`config.mk`:
```
export PLATFORM = sky130hd
export DESIGN_NAME = tcp_rr_arbiter_flat
export DESIGN_NICKNAME = d
export VERILOG_FILES = /design/src/rtl/tcp_rr_arbiter_if.sv /design/src/rtl/tcp_rr_arbiter.sv /design/src/flat_wrapper.sv
export SDC_FILE = /design/constraint.sdc
export NUM_CORES = 1
export LEC_CHECK = 0
export ABC_AREA = 1
export CAP_MARGIN = 20
export CORE_MARGIN = 4
export CORE_UTILIZATION = 34
export DETAILED_ROUTE_END_ITERATION = 12
export GPL_TIMING_DRIVEN = 0
export PLACE_DENSITY = 0.65
export SETUP_SLACK_MARGIN = 0.02
export SLEW_MARGIN = 20
export SYNTH_ARGS = -nofsm -noshare
export SYNTH_HDL_FRONTEND = slang
export SYNTH_SLANG_ARGS = --single-unit
```
`constraint.sdc`:
```
create_clock -name clk -period 1.9 [get_ports clk]
set_input_delay 0.285 -clock clk [delete_from_list [all_inputs] [get_ports clk]]
set_output_delay 0.285 -clock clk [all_outputs]
set_load 0.05 [all_outputs]
```
`src/rtl/tcp_rr_arbiter_if.sv`:
```
// Request/grant bundle between the per-connection TCP controllers and the
// round-robin arbiter that owns the shared memory/transmit path.
interface tcp_rr_arbiter_if #(
    parameter int CH_NUM = 4,
    parameter int IDW    = (CH_NUM > 1) ? $clog2(CH_NUM) : 1
);
    logic [CH_NUM-1:0] req_i;
    logic [CH_NUM-1:0] en_mask_i;
    logic              block_i;
    logic              done_i;
    logic              repeat_i;
    logic              flush_i;
    logic [CH_NUM-1:0] grant_o;
    logic              grant_vld_o;
    logic [IDW-1:0]    grant_id_o;
    logic              timeout_o;

    // Controller side drives requests and sees grants.
    modport master (
        output req_i, en_mask_i, block_i, done_i, repeat_i, flush_i,
        input  grant_o, grant_vld_o, grant_id_o, timeout_o
    );

    // Arbiter side.
    modport slave (
        input  req_i, en_mask_i, block_i, done_i, repeat_i, flush_i,
        output grant_o, grant_vld_o, grant_id_o, timeout_o
    );
endinterface

```
`src/rtl/tcp_rr_arbiter.sv`:
```
// Rotating-priority arbiter for the shared TCP memory/MAC-transmit mux, with
// enable mask, bounded burst repeat and flush. Optional grant watchdog: TCP_ARB_WDOG_EN.
module tcp_rr_arbiter #(
    parameter int CH_NUM      = 4,
    parameter int IDW         = (CH_NUM > 1) ? $clog2(CH_NUM) : 1,
    parameter int MAX_REPEAT  = 3,
    parameter int WDOG_CYCLES = 4096
) (
    input  logic             clk,
    input  logic             rst_n,
    tcp_rr_arbiter_if.slave  arb
);

    if (CH_NUM < 2 || CH_NUM > 32 || MAX_REPEAT < 1 || MAX_REPEAT > 15 || WDOG_CYCLES < 2)
    begin : g_param_chk
        $error("tcp_rr_arbiter: parameter out of range");
    end

    typedef enum logic [1:0] {
        ST_IDLE    = 2'd0,
        ST_ARB     = 2'd1,
        ST_GRANT   = 2'd2,
        ST_RELEASE = 2'd3
    } state_t;

    state_t            state_q;
    logic [IDW-1:0]    ptr_q;
    logic [IDW-1:0]    id_q;
    logic [3:0]        rcnt_q;
    logic [CH_NUM-1:0] grant_q;
    logic              vld_q;

    logic [CH_NUM-1:0] eff;
    logic [IDW-1:0]    win_id;
    logic [IDW-1:0]    ptr_d;
    logic              rep_ok;

    // First set bit of e scanning upward from p with wrap-around.
    function automatic logic [IDW-1:0] rr_pick(input logic [CH_NUM-1:0] e,
                                               input logic [IDW-1:0]    p);
        logic [IDW-1:0] w;
        logic           found;
        int unsigned    c;
        w     = '0;
        found = 1'b0;
        for (int unsigned i = 0; i < CH_NUM; i++) begin
            c = (32'(p) + i) % CH_NUM;
            if (!found && e[c[IDW-1:0]]) begin
                w     = c[IDW-1:0];
                found = 1'b1;
            end
        end
        return w;
    endfunction

    assign eff    = arb.req_i & arb.en_mask_i;
    assign win_id = rr_pick(eff, ptr_q);
    assign ptr_d  = (id_q == IDW'(CH_NUM - 1)) ? '0 : id_q + IDW'(1);
    assign rep_ok = arb.repeat_i && ((32'(rcnt_q) + 32'd1) < 32'(MAX_REPEAT)) && eff[id_q];

`ifdef TCP_ARB_WDOG_EN
    localparam int WDW = (WDOG_CYCLES > 2) ? $clog2(WDOG_CYCLES) : 1;
    logic [WDW-1:0] wdog_q;
    logic           timeout_q;
    assign arb.timeout_o = timeout_q;
`else
    assign arb.timeout_o = 1'b0;
`endif

    always_ff @(posedge clk or negedge rst_n) begin
        if (!rst_n) begin
            state_q   <= ST_IDLE;
            ptr_q     <= '0;
            id_q      <= '0;
            rcnt_q    <= '0;
            grant_q   <= '0;
            vld_q     <= 1'b0;
`ifdef TCP_ARB_WDOG_EN
            wdog_q    <= '0;
            timeout_q <= 1'b0;
`endif
        end else begin
`ifdef TCP_ARB_WDOG_EN
            timeout_q <= 1'b0;
`endif
            if (arb.flush_i) begin
                state_q <= ST_IDLE;
                grant_q <= '0;
                vld_q   <= 1'b0;
                ptr_q   <= '0;
                rcnt_q  <= '0;
            end else begin
                case (state_q)
                    ST_IDLE: begin
                        if (eff != '0 && !arb.block_i) state_q <= ST_ARB;
                    end
                    ST_ARB: begin
                        // Requests may have vanished during the arbitration cycle.
                        if (eff == '0) begin
                            state_q <= ST_IDLE;
                        end else begin
                            state_q <= ST_GRANT;
                            id_q    <= win_id;
                            grant_q <= {{(CH_NUM-1){1'b0}}, 1'b1} << win_id;
                            vld_q   <= 1'b1;
`ifdef TCP_ARB_WDOG_EN
                            wdog_q  <= '0;
`endif
                        end
                    end
                    ST_GRANT: begin
                        if (arb.done_i && rep_ok) begin
                            rcnt_q <= rcnt_q + 4'd1;
`ifdef TCP_ARB_WDOG_EN
                            wdog_q <= '0;
`endif
                        end else if (arb.done_i) begin
                            state_q <= ST_RELEASE;
                            grant_q <= '0;
                            vld_q   <= 1'b0;
                            rcnt_q  <= '0;
                            ptr_q   <= ptr_d;
`ifdef TCP_ARB_WDOG_EN
                        end else if (wdog_q == WDW'(WDOG_CYCLES - 1)) begin
                            state_q   <= ST_RELEASE;
                            grant_q   <= '0;
                            vld_q     <= 1'b0;
                            rcnt_q    <= '0;
                            ptr_q     <= ptr_d;
                            timeout_q <= 1'b1;
                        end else begin
                            wdog_q <= wdog_q + WDW'(1);
`endif
                        end
                    end
                    default: state_q <= ST_IDLE;
                endcase
            end
        end
    end

    assign arb.grant_o     = grant_q;
    assign arb.grant_vld_o = vld_q;
    assign arb.grant_id_o  = id_q;

endmodule
```
`src/flat_wrapper.sv`:
```
// flat-port wrapper written by rule: the top's interface ports become plain ports
module tcp_rr_arbiter_flat 
#(
    parameter int CH_NUM      = 4,
    parameter int IDW         = (CH_NUM > 1) ? $clog2(CH_NUM) : 1,
    parameter int MAX_REPEAT  = 3,
    parameter int WDOG_CYCLES = 4096
)
  (clk, rst_n, arb_req_i, arb_en_mask_i, arb_block_i, arb_done_i, arb_repeat_i, arb_flush_i, arb_grant_o, arb_grant_vld_o, arb_grant_id_o, arb_timeout_o);
  tcp_rr_arbiter_if #(.CH_NUM(CH_NUM), .IDW(IDW)) arb_i ();
  input  logic clk;
  input  logic rst_n;
  input wire logic [$bits(arb_i.req_i)-1:0] arb_req_i;
  input wire logic [$bits(arb_i.en_mask_i)-1:0] arb_en_mask_i;
  input wire logic [$bits(arb_i.block_i)-1:0] arb_block_i;
  input wire logic [$bits(arb_i.done_i)-1:0] arb_done_i;
  input wire logic [$bits(arb_i.repeat_i)-1:0] arb_repeat_i;
  input wire logic [$bits(arb_i.flush_i)-1:0] arb_flush_i;
  output wire logic [$bits(arb_i.grant_o)-1:0] arb_grant_o;
  output wire logic [$bits(arb_i.grant_vld_o)-1:0] arb_grant_vld_o;
  output wire logic [$bits(arb_i.grant_id_o)-1:0] arb_grant_id_o;
  output wire logic [$bits(arb_i.timeout_o)-1:0] arb_timeout_o;
  assign arb_i.req_i = arb_req_i;
  assign arb_i.en_mask_i = arb_en_mask_i;
  assign arb_i.block_i = arb_block_i;
  assign arb_i.done_i = arb_done_i;
  assign arb_i.repeat_i = arb_repeat_i;
  assign arb_i.flush_i = arb_flush_i;
  assign arb_grant_o = arb_i.grant_o;
  assign arb_grant_vld_o = arb_i.grant_vld_o;
  assign arb_grant_id_o = arb_i.grant_id_o;
  assign arb_timeout_o = arb_i.timeout_o;
  tcp_rr_arbiter #(.CH_NUM(CH_NUM), .IDW(IDW), .MAX_REPEAT(MAX_REPEAT), .WDOG_CYCLES(WDOG_CYCLES)) u_core (.clk(clk), .rst_n(rst_n), .arb(arb_i));
endmodule
```
==> flow_metrics.env, run 1 <==
export IMPL_status="complete, no violations"
export IMPL_finalPower_w=0.00163
export IMPL_drv_slew=0
export IMPL_clockPowerShare_pct=11.0
export IMPL_clkSlewWorstSetupHoldPaths_ns=0.09
export IMPL_power_frac_comb_pct=61.5
export IMPL_power_leakage_nw=0.692
export IMPL_worstHoldPathType="in -> async"
export IMPL_final_util_pct=44.5
export IMPL_placedCellCount=220
export IMPL_placed_cell_area_um2=1320
export IMPL_cts_resized=0
export IMPL_final_hold_violation_count=0
export IMPL_area_growth_pct=26.7
export IMPL_power_density_nw_per_um2=1210
export IMPL_overflow=0
export IMPL_synth_seq_area_share_pct=35.3
export IMPL_cap_violations=0
export IMPL_vias=1051
export IMPL_stdcell_count=224
export IMPL_slowest_delay_ns=0.83
export IMPL_core_area_um2=3030
export IMPL_cp_start_kind="flip-flop"
export IMPL_dr_pass1_iters=5
export IMPL_gpl_final_weighted_congestion=0.860
export IMPL_grt_max_degree=16
export IMPL_die_w_um=63.9
export IMPL_die_h_um=63.9
export IMPL_worstMarginPinSlew_ns=0.668
export IMPL_dieArea_um2=4090
export IMPL_p_int_w=0.000800
export IMPL_setup_tns_ns=0
export IMPL_crit_type="reg -> out"
export IMPL_critPathRequiredTime_ns=1.62
export IMPL_postSynthAreaPerCell_um2=6.82
export IMPL_htree_levels=1
export IMPL_fin_crit_ns=1.81
export IMPL_finalInstanceArea_um2=1350
export IMPL_wl_mm=2.53
export IMPL_hpwlAfterDp_mm=2.02
export IMPL_worstSetupEndpointType="output port"
export IMPL_yosysWarningCount=0
export IMPL_fmax_ghz=0.553
export IMPL_fin_worst_skew_ns=0.00367
export IMPL_pwr_share_seq_pct=27.5
export IMPL_synth_cell_types=25
export IMPL_io_buffers=20
export IMPL_insertion_delay_ns=0.28
export IMPL_ant_nets=0
export IMPL_ir_drop_v=0.000606
export IMPL_holdBufCountCts=0
export IMPL_syn_area_um2=1060
export IMPL_synth_fp_nets=173
export IMPL_wire_per_inst_um=11.3
export IMPL_critPathBufInv=1
export IMPL_synth_cells=156
export IMPL_layout_nets=198
export IMPL_root_buffer="clkbuf_4"
export IMPL_drc=0
export IMPL_num_antenna_cells=0
export IMPL_critPathTopFamily="buffers and inverters"
export IMPL_yosysTopAreaCellShare_pct=35.3
export IMPL_synth_area_top_cells="dfrtp_1, nand2_1, nand3_1"
export IMPL_cp_arrival_ns=1.52
export IMPL_p_sw_share_pct=51.0
export IMPL_numCtsBuffers=3
export IMPL_slew_headroom_pct=55.3
export IMPL_num_rows=20
export IMPL_tritoncts="built"
export IMPL_initial_core_util_pct=35.1
export IMPL_grt_pass1_wl_mm=4.49
export IMPL_slowest_stage="clkdlybuf4s50_1"
export IMPL_crit_fanout=4
export IMPL_grt_pass1_vias=1061
export IMPL_period_share_pct=95.2
export IMPL_synth_seq_cells=15
export IMPL_grt_usage_pct=13.7
export IMPL_rsz0062_at_grt="false"
export IMPL_boundaryPins=22
export IMPL_drive_gt1_share_pct=11.1
export IMPL_switchingPower_w=0.000833
export IMPL_setup_viol=0
export IMPL_routed_via_density=4.69
export IMPL_postCtsSetupBuffers=0
export IMPL_synth_top_area_cell="dfrtp_1"
export IMPL_cp_cell_sequence="clkdlybuf4s50_1"
export IMPL_antenna_found_initial=0
export IMPL_dr_first_iter_drc_count=48
export IMPL_clock_path_buffers=2
export IMPL_rrSetupSlack_ns=0.36
export IMPL_cts_sinks=15
==> final cells by class <==
type	count	area, um2
Fill cell	318	1680
Multi-Input combinational cell	120	598
Sequential cell	15	375
Timing Repair Buffer	20	203
Inverter	19	71.3
Tap cell	44	55.1
Clock buffer	4	26.3
Buffer	2	18.8
==> layout by cell type (no fill, tap or decap), drive strengths merged <==
| cell | count |
|---|---|
| o211ai | 2 |
| buf | 2 |
| nor3 | 1 |
| a21oi | 6 |
| ha | 3 |
| o21ai | 6 |
| nand3 | 23 |
| a31oi | 1 |
| dlymetal6s2s | 1 |
| inv | 18 |
| conb | 1 |
| clkinv | 1 |
| dfrtp | 15 |
| nor2 | 13 |
| clkdlybuf4s50 | 19 |
| clkbuf | 4 |
| nand2 | 59 |
| and3 | 1 |
| o31ai | 1 |
| nand4 | 3 |
==> per-stage QoR <==
step           hold slack (ns)  setup WS [ns]
2_1_floorplan          -0.0106          0.333
3_3_place_gp             0.463         0.0995
3_5_place_dp             0.471         0.0813
4_1_cts                  0.435         0.0469
5_1_grt                  0.457         0.0339
6_report                 0.402         0.0916
==> metal layers <==
layer | part of all wire, % | up-vias | GRT usage (%)
met5 | 0 | - | 0
met3 | 6.0 | 7 | 3.34
li1 | - | 553 | -
met4 | 1.7 | 0 | 5.93
met1 | 46 | 464 | 16.3
met2 | 46 | 27 | 23.1
==> cell families after synthesis <==
| family | share of synthesized area, % |
|---|---|
| simple gates | 43.3 |
| buf+inv | 8.47 |
| compound gates | 9.06 |
| flops | 35.3 |
| fa+ha+maj | 3.53 |
| other cells | 0.353 |
==> Yosys cell counts <==
cell type	instances
nand2_4	1
inv_2	3
and3_1	1
conb_1	1
inv_1	15
o21ai_2	2
nand3_2	2
dfrtp_1	15
a31oi_1	1
nand4_1	3
o31ai_1	1
nor3_1	1
o21ai_0	2
clkinv_1	1
a21oi_1	6
buf_6	1
nand3_1	21
nor2_4	2
o21ai_1	2
o211ai_1	2
buf_4	1
ha_1	3
nand2_2	5
nand2_1	53
nor2_1	11
==> registers in the layout, indices dropped and copies added (netlist names) <==
signal	cells
u_core.arb.grant_o	4
u_core.rcnt_q	4
u_core.arb.grant_id_o	2
u_core.ptr_q	2
u_core.state_q	2
u_core.arb.grant_vld_o	1
==> worst paths after layout <==
| kind | start | endpoint | cells after the start |
|---|---|---|---|
| worst max-delay path | u_core.arb.grant_id_o[1] | arb_grant_id_o[1] | 1 |
| worst min-delay path | rst_n | u_core.rcnt_q[3] | 1 |
| worst max register to register | u_core.rcnt_q[0] | u_core.arb.grant_o[3] | 9 |
| worst min register to register | u_core.arb.grant_o[1] | u_core.arb.grant_o[1] | 2 |
| max in group asynchronous | rst_n | u_core.arb.grant_o[3] | 1 |
| min in group clk | u_core.arb.grant_o[1] | u_core.arb.grant_o[1] | 2 |
==> power by group through the flow <==
stage               clock [W]  combinational, W  sequential [W]
detailed placement          0           0.00101        0.000456
finish               0.000180           0.00100        0.000449
CTS                  0.000187           0.00101        0.000450
floorplan                   0          0.000647        0.000565
global placement            0          0.000982        0.000453
global route         0.000204           0.00112        0.000462
No activity file was read; power rests on OpenSTA's default activity.
==> inputs of run 2 (changes only) <==
--- a/config.mk
+++ b/config.mk
@@ -13,7 +13,7 @@
 export GPL_TIMING_DRIVEN = 0
 export PLACE_DENSITY = 0.65
 export SETUP_SLACK_MARGIN = 0.02
-export SLEW_MARGIN = 20
+export SLEW_MARGIN = 5
 export SYNTH_ARGS = -nofsm -noshare
 export SYNTH_HDL_FRONTEND = slang
 export SYNTH_SLANG_ARGS = --single-unit
==> results of run 2 <==
Same layout as run 1: the final DEF is identical, and so are final timing and power.
==> inputs of run 3 (changes only) <==
--- a/config.mk
+++ b/config.mk
@@ -7,10 +7,12 @@
 export LEC_CHECK = 0
 export ABC_AREA = 1
 export CAP_MARGIN = 20
+export CORE_ASPECT_RATIO = 1.25
 export CORE_MARGIN = 4
 export CORE_UTILIZATION = 34
 export DETAILED_ROUTE_END_ITERATION = 12
 export GPL_TIMING_DRIVEN = 0
+export HOLD_SLACK_MARGIN = 0.15
 export PLACE_DENSITY = 0.65
 export SETUP_SLACK_MARGIN = 0.02
 export SLEW_MARGIN = 5
==> flow_metrics.env, run 3 (synthesis gave the netlist of run 1 again) <==
export IMPL_grt_pass1_vias=1024
export IMPL_hpwlAfterDp_mm=1.90
export IMPL_crit_fanout=4
export IMPL_root_buffer="clkbuf_4"
export IMPL_met1_length_mm=1.07
export IMPL_routed_top_layer="met4"
export IMPL_fin_hold_ws_ns=0.395
export IMPL_wire_per_inst_um=11.1
export IMPL_tritoncts="built"
export IMPL_fin_crit_ns=1.81
export IMPL_met3_length_um=158
export IMPL_worstSetupEndpointType="output port"
export IMPL_cp_start_kind="flip-flop"
export IMPL_num_rows=22
export IMPL_grt_usage_pct=12.7
export IMPL_initial_core_util_pct=35.8
export IMPL_postCtsSetupBuffers=0
export IMPL_htree_levels=1
export IMPL_stdcell_count=216
export IMPL_final_hold_violation_count=0
export IMPL_dieArea_um2=4090
export IMPL_cp_arrival_ns=1.53
export IMPL_cts_sinks=15
export IMPL_wl_mm=2.40
export IMPL_r2r_cells=9
export IMPL_antenna_found_initial=0
export IMPL_slew_headroom_pct=55.8
export IMPL_status="complete, no violations"
export IMPL_area_growth_pct=25.5
export IMPL_r2r_start="u_core.rcnt_q[0]"
export IMPL_insertion_delay_ns=0.29
export IMPL_post_place_ws_ns=0.0870
export IMPL_cp_cell_sequence="clkdlybuf4s50_1"
export IMPL_num_antenna_cells=0
export IMPL_dr_first_iter_drc_count=34
export IMPL_ant_nets=0
export IMPL_die_h_um=70.5
export IMPL_drv_slew=0
export IMPL_setup_viol=0
export IMPL_rrSetupSlack_ns=0.34
export IMPL_dr_pass1_iters=4
export IMPL_ir_drop_v=0.000853
export IMPL_fmax_ghz=0.552
export IMPL_die_w_um=58.0
export IMPL_overflow=0
export IMPL_layout_nets=198
export IMPL_cap_violations=0
export IMPL_power_density_nw_per_um2=1220
export IMPL_numCtsBuffers=3
export IMPL_routed_via_density=4.89
export IMPL_vias=1056
export IMPL_slowest_stage="clkdlybuf4s50_1"
export IMPL_grt_max_degree=16
export IMPL_final_cell_mix="nand2_1, nand3_1, clkdlybuf4s50_1"
export IMPL_rsz0062_at_grt="false"
export IMPL_fin_worst_skew_ns=0.00269
export IMPL_clock_path_buffers=2
export IMPL_worstMarginPinSlew_ns=0.661
export IMPL_final_common_cell="nand2_1"
export IMPL_critPathTopFamily="buffers and inverters"
export IMPL_gpl_final_weighted_congestion=0.871
export IMPL_met2_length_mm=1.12
export IMPL_fin_ws_ns=0.0879
export IMPL_drive_gt1_share_pct=11.7
export IMPL_power_leakage_nw=0.685
export IMPL_placedCellCount=212
export IMPL_reg2reg_to="u_core.arb.grant_o[3]"
export IMPL_clkSlewWorstSetupHoldPaths_ns=0.09
export IMPL_critPathRequiredTime_ns=1.62
export IMPL_crit_type="reg -> out"
export IMPL_boundaryPins=22
export IMPL_worstHoldPathType="in -> async"
export IMPL_fill_cells=314
export IMPL_setup_tns_ns=0
export IMPL_period_share_pct=95.4
export IMPL_critPathBufInv=1
export IMPL_drc=0
export IMPL_io_buffers=20
export IMPL_grt_pass1_wl_mm=4.24
export IMPL_core_area_um2=2970
export IMPL_slowest_delay_ns=0.84
run 3: changes by cell type in the layout (fill, tap and decap cells not counted), sizes merged:
| cell | delta |
|---|---|
| dlymetal6s2s | -1 |
| clkinv | +1 |
| clkbuf | -1 |
| dlygate4sd2 | +1 |
run 3: layout make-up:
type,instances,area [um2],area share (%)
clock buffers,3,22.5,1.69
inverters,19,71.3,5.34
flip-flops and latches,15,375,28.1
clock inverters,1,5.00,0.375
well taps,36,45.0,3.37
multi-input cells,120,598,44.8
plain buffers,2,18.8,1.41
repair buffers,20,199,14.9
run 3: how the worst max path moves through the flow:
stage                                  start                    end  cells past startpoint
global route        u_core.arb.grant_id_o[1]      arb_grant_id_o[1]                      1
CTS                 u_core.arb.grant_id_o[1]      arb_grant_id_o[1]                      1
floorplan           u_core.arb.grant_id_o[0]  u_core.arb.grant_o[1]                      9
detailed placement              arb_req_i[0]  u_core.arb.grant_o[0]                     12
finish              u_core.arb.grant_id_o[1]      arb_grant_id_o[1]                      1
global placement                arb_req_i[1]  u_core.arb.grant_o[0]                     12
run 3: worst reg2reg max path: stages (launching register included):
cell and delay [ns]:
dfrtp_1 0.38, inv_1 0.07, ha_1 0.19, nor2_1 0.11
nand4_1 0.09, nor2_1 0.17, nand3_1 0.14, nand3_1 0.19
nand2_1 0.09, o21ai_2 0.06
run 3: where the power goes:
group | total (W) | internal (W) | leakage, nW | switching, W
Clock | 0.000182 | 0.0000783 | 0.0177 | 0.000104
Sequential | 0.000447 | 0.000379 | 0.201 | 0.0000683
Combinational | 0.000993 | 0.000334 | 0.466 | 0.000659
run 3: layer usage:
layer	vias up	GRT usage, %
li1	551	-
met1	459	15.4
met2	37	21.0
met3	9	2.19
met4	0	6.96
met5	-	0
run 3: what timing repair did:
action	4_1_cts	5_1_grt
hold endpoints to repair	0	0
gates resized for setup	1	0
hold buffers	0	0
setup endpoints to repair	1	0
run 3: stage by stage:
step / utilization, % / cell area (um2) / total power, W
floorplan: - / 1060 / 0.00121
global placement: 44.0 / 1310 / 0.00144
detailed placement: 44.0 / 1310 / 0.00146
CTS: 44.9 / 1340 / 0.00165
global route: 44.9 / 1340 / 0.00177
finish: 44.9 / 1340 / 0.00162
